**config.mk**
```make
export PLATFORM = sky130hd
export DESIGN_NAME = uart_rx_os16
export DESIGN_NICKNAME = d
export VERILOG_FILES = /design/src/rtl/uart_rx_os16.sv
export SDC_FILE = /design/constraint.sdc
export NUM_CORES = 1
export LEC_CHECK = 0
export ABC_AREA = 0
export CAP_MARGIN = 20
export CORE_ASPECT_RATIO = 0.75
export CORE_MARGIN = 4
export CORE_UTILIZATION = 50
export DETAILED_ROUTE_END_ITERATION = 10
export PLACE_DENSITY = 0.75
export REMOVE_ABC_BUFFERS = 1
export SYNTH_ARGS = -nofsm -noshare
export SYNTH_HDL_FRONTEND = slang
export SYNTH_SLANG_ARGS = --single-unit
```
**constraint.sdc**
```tcl
create_clock -name rx_clk -period 1.5 [get_ports rx_clk]
set_input_delay 0.15 -clock rx_clk [delete_from_list [all_inputs] [get_ports rx_clk]]
set_output_delay 0.15 -clock rx_clk [all_outputs]
set_load 0.005 [all_outputs]
```
**src/rtl/uart_rx_os16.sv**
```systemverilog
// rtl/uart_rx_os16.sv - 16x oversampling UART receiver with 3-sample majority vote
module uart_rx_os16 #(
  parameter int OVERSAMPLE = 16,
  parameter int DATA_BITS  = 8
) (
  input  logic                 rx_clk,
  input  logic                 reset,
  input  logic                 rx,
  output logic [DATA_BITS-1:0] received,
  output logic                 rx_drdy,
  output logic                 frame_err,
  output logic                 busy
);

  localparam int TICK_W = $clog2(OVERSAMPLE);
  localparam int IDX_W  = (DATA_BITS > 1) ? $clog2(DATA_BITS) : 1;
  localparam int HOLD_W = $clog2(OVERSAMPLE + 1);

  localparam logic [TICK_W-1:0] TICK_LAST = TICK_W'(OVERSAMPLE - 1);
  localparam logic [TICK_W-1:0] TICK_S0   = TICK_W'(OVERSAMPLE / 2 - 1);
  localparam logic [TICK_W-1:0] TICK_S1   = TICK_W'(OVERSAMPLE / 2);
  localparam logic [TICK_W-1:0] TICK_S2   = TICK_W'(OVERSAMPLE / 2 + 1);
  localparam logic [IDX_W-1:0]  IDX_LAST  = IDX_W'(DATA_BITS - 1);
  localparam logic [HOLD_W-1:0] HOLD_LOAD = HOLD_W'(OVERSAMPLE);
  localparam logic [HOLD_W-1:0] HOLD_ONE  = HOLD_W'(1);

  typedef enum logic [2:0] {IDLE, START, DATA, STOP, BREAK} state_t;

  state_t               state;
  state_t               state_next;
  logic                 rx_meta;
  logic                 rx_s;
  logic [TICK_W-1:0]    tick;
  logic [IDX_W-1:0]     index;
  logic [DATA_BITS-1:0] shift_reg;
  logic                 samp0;
  logic                 samp1;
  logic [HOLD_W-1:0]    hold_cnt;
  logic                 majority;
  logic                 at_vote;
  logic                 at_last;
  logic                 frame_ok;
  logic                 frame_bad;

  // Samples from ticks 7 and 8 are registered; the tick-9 sample is live rx_s.
  assign majority  = (samp0 & samp1) | (samp0 & rx_s) | (samp1 & rx_s);
  assign at_vote   = (tick == TICK_S2);
  assign at_last   = (tick == TICK_LAST);
  assign frame_ok  = (state == STOP) && at_vote && majority;
  assign frame_bad = (state == STOP) && at_vote && !majority;

  always_ff @(posedge rx_clk or negedge reset) begin
    if (!reset) begin
      rx_meta <= 1'b1;
      rx_s    <= 1'b1;
    end else begin
      rx_meta <= rx;
      rx_s    <= rx_meta;
    end
  end

  always_ff @(posedge rx_clk or negedge reset) begin
    if (!reset) state <= IDLE;
    else        state <= state_next;
  end

  always_comb begin
    state_next = state;
    case (state)
      IDLE:  if (!rx_s) state_next = START;
      START: begin
        if (at_vote && majority) state_next = IDLE;
        else if (at_last)        state_next = DATA;
      end
      DATA:  if (at_last && index == IDX_LAST) state_next = STOP;
      STOP:  if (at_vote) state_next = majority ? IDLE : BREAK;
      BREAK: if (rx_s) state_next = IDLE;
      default: state_next = IDLE;
    endcase
  end

  always_comb begin
    busy = (state != IDLE);
  end

  always_ff @(posedge rx_clk or negedge reset) begin
    if (!reset) begin
      tick      <= '0;
      index     <= '0;
      shift_reg <= '0;
      samp0     <= 1'b1;
      samp1     <= 1'b1;
    end else begin
      if (state_next != state || state == IDLE || state == BREAK || at_last) tick <= '0;
      else                                                                   tick <= tick + 1'b1;
      if (tick == TICK_S0) samp0 <= rx_s;
      if (tick == TICK_S1) samp1 <= rx_s;
      if (state != DATA)   index <= '0;
      else if (at_last)    index <= index + 1'b1;
      if (state == DATA && at_vote) shift_reg[index] <= majority;
    end
  end

  // The hold counter is free of the FSM so a new frame can restart the drdy window.
  always_ff @(posedge rx_clk or negedge reset) begin
    if (!reset) begin
      received  <= '0;
      rx_drdy   <= 1'b0;
      frame_err <= 1'b0;
      hold_cnt  <= '0;
    end else begin
      frame_err <= frame_bad;
      if (frame_ok) begin
        received <= shift_reg;
        rx_drdy  <= 1'b1;
        hold_cnt <= HOLD_LOAD;
      end else if (hold_cnt != '0) begin
        hold_cnt <= hold_cnt - 1'b1;
        if (hold_cnt == HOLD_ONE) rx_drdy <= 1'b0;
      end
    end
  end

endmodule

```
==> impl_metrics.json <==
{
  "status": "finished with violations",
  "failed_checks": "setup timing",
  "drc": 0,
  "avgSynthCellArea_sq_um": 12.2,
  "drtIter0Drc": 45,
  "htree_num_levels": 2,
  "tightest_slew_ns": 0.374,
  "route.met3.wl_um": 125,
  "max-vdd-ir-drop_mv": 0.935,
  "gp_congestion": 0.852,
  "critPathBufInv": 2,
  "synthArstFlopShare_pct": 100,
  "ys_ff_latch": 37,
  "layout.cells.most_common": "dfrtp_1",
  "clock-sinks": 37,
  "power.total_uw": 3730,
  "wirelength_mm": 3.68,
  "crit_family": "flip-flops",
  "critPathArrivalTime_ns": 1.76,
  "fin_ws_ns": -0.0732,
  "yosysTopAreaCellShare_pct": 43.8,
  "path_max_fanout": 4,
  "synth_enable_flop_cells": 0,
  "startpoint_type": "register",
  "synth_ff_type": "dfrtp_1",
  "io_buffers": 13,
  "insertion_delay_ns": 0.29,
  "cap_violations": 0,
  "cts_hold_buf": 0,
  "drv_slew": 0,
  "final_cell_mix": "dfrtp_1, buf_4, mux2_2",
  "max_slew_margin_pct": 75.1,
  "overflow": 0,
  "dp.cells": 232,
  "r2r_start": "tick[1]$_DFF_PN0_",
  "power_density_nw_per_um2": 1520,
  "cts_buffers": 5,
  "grt_max_degree": 38,
  "p_leak_uw": 0.00109,
  "dieArea_sq_um": 4830,
  "diodes": 0,
  "path_clk_slew_ns": 0.07,
  "drive_gt1_share_pct": 45.9,
  "hold_ws_ns": 0.225,
  "hpwl_mm": 2.53,
  "wl_met2_mm": 1.80,
  "synth_top_area_cell": "dfrtp_1",
  "synth_area_sq_um": 1890,
  "top_layer": "met4",
  "netlist_top_cells_area": "dfrtp_1, mux2_2, dfstp_2",
  "yosys_warnings": 0,
  "first_pass_iters": 4,
  "syn_inst": 154,
  "finClkSkew_ns": 0.00566,
  "pin_count": 14,
  "syn2layout_area_growth_pct": 30.3,
  "placementRows": 19,
  "cts_buffer_depth": 2,
  "yosysUniqueCellTypes": 46,
  "fin_cells": 246,
  "cts_tree": "done",
  "post-route-period-util_pct": 105,
  "grt_pass1_vias": 1283,
  "die_w_um": 78.9,
  "via_per_inst": 5.21,
  "wl_met1_mm": 1.73,
  "setup_viol": 16,
  "grt_antenna_before_repair": 0,
  "r2r_cells": 6,
  "clockRootBuffer": "clkbuf_8",
  "crit_required_ns": 1.68,
  "crit_start": "tick[1]$_DFF_PN0_",
  "crit_path_end_kind": "register",
  "hp-class": "in2async",
  "initial_utilization_pct": 51.8,
  "dieHeight_um": 61.2,
  "critical_path.max_stage_delay_ns": 0.41,
  "crit_path_cell_trace": "inv_2, ha_4, and4bb_4, buf_4, nand4_1, mux2_4",
  "wl_per_cell_um": 14.9,
  "min_period_ns": 1.57,
  "seq_area_frac_synth_pct": 49.4,
  "core_sq_um": 3640,
  "critPathKind": "reg2reg",
  "via_count": 1281,
  "regToRegSetupSlack_ns": -0.07,
  "worstReg2RegEnd": "shift_reg[4]$_DFFE_PN0P_",
  "fin_tns_setup_ns": -0.674,
  "hold_viol": 0,
  "nFillCells": 268,
  "slowest_stage": "dfrtp_1",
  "postRouteAntennaNets": 0,
  "final_core_util_pct": 67.6,
  "grt_pass1_wl_mm": 6.18,
  "final_nets": 204,
  "max_freq_ghz": 0.636,
  "grt_usage_pct": 16.8,
  "rsz0062_at_grt": "true"
}
-- timing repair --
| action | CTS | global route |
|---|---|---|
| buffers inserted | 2 | 4 |
| gates resized for setup | 19 | 11 |
| setup endpoints to repair | 25 | 27 |
| pin swaps | 8 | 6 |
-- how the worst max path moves through the flow --
stage                                     endpoint  slack (ns)  depth (start not counted)
after floorplan            received[0]$_DFFE_PN0P_        -0.1                          5
after global placement    shift_reg[5]$_DFFE_PN0P_       -0.10                          5
after detailed placement   received[7]$_DFFE_PN0P_       -0.15                          5
after CTS                  received[0]$_DFFE_PN0P_       -0.05                          5
after global routing      shift_reg[6]$_DFFE_PN0P_       -0.12                          6
final                     shift_reg[4]$_DFFE_PN0P_       -0.07                          6
-- through the flow --
| step | setup WS [ns] | area [sq um] |
|---|---|---|
| after floorplan | -0.0954 | 1810 |
| after global placement | -0.104 | 2180 |
| after detailed placement | -0.153 | 2180 |
| after CTS | -0.0500 | 2390 |
| after global routing | -0.123 | 2460 |
| final | -0.0732 | 2460 |
-- cell usage after synthesis (2+ instances only) --
master and n:
dfrtp_1 33, dfstp_2 4, nand3_1 4, mux2_4 2, ha_1 8, a21o_1 2
nor3b_2 2, xnor2_1 3, buf_6 4, nand4_1 2, nor2_1 7, nand4b_1 2
nand3b_1 4, mux2_2 16, nor3_1 5, a21oi_1 5, nor3_2 2, nor4_1 3
nand2b_1 3, nand2_1 10, inv_1 7, o21ai_0 2
-- final cells by class --
cell class / count / area [sq um] / area share (%)
multi-input combinational: 101 / 963 / 39.2
sequential: 37 / 935 / 38.0
timing repair buffer: 41 / 352 / 14.3
clock buffer: 7 / 86.3 / 3.51
tap: 52 / 65.1 / 2.65
clock inverter: 1 / 30.0 / 1.22
inverter: 7 / 26.3 / 1.07
-- power by group --
group | internal (uW) | switching, uW | leakage [uW]
Sequential | 1200 | 190 | 0.000480
Combinational | 809 | 645 | 0.000547
Clock | 542 | 342 | 0.0000585
-- per-layer routing --
layer / global-route usage, % / vias up
met5: 0 / -
met4: 3.68 / 0
met3: 5.41 / 2
met2: 28.5 / 16
met1: 21.6 / 637
li1: - / 626
-- cell families (layout without fill, tap and decap cells) --
| kind of cell | Yosys count | in the layout | share of synthesized area (%) |
|---|---|---|---|
| AOI/OAI and AO/OA | 14 | 14 | 5.18 |
| xor gates and xnor gates | 4 | 4 | 1.86 |
| adders and majority gates | 9 | 9 | 5.91 |
| buffers and inverters | 16 | 56 | 5.64 |
| DFF | 37 | 37 | 49.4 |
| muxes | 18 | 18 | 11.1 |
| and+or+nand+nor | 56 | 56 | 20.9 |
Power figures use the tool's default switching activity.
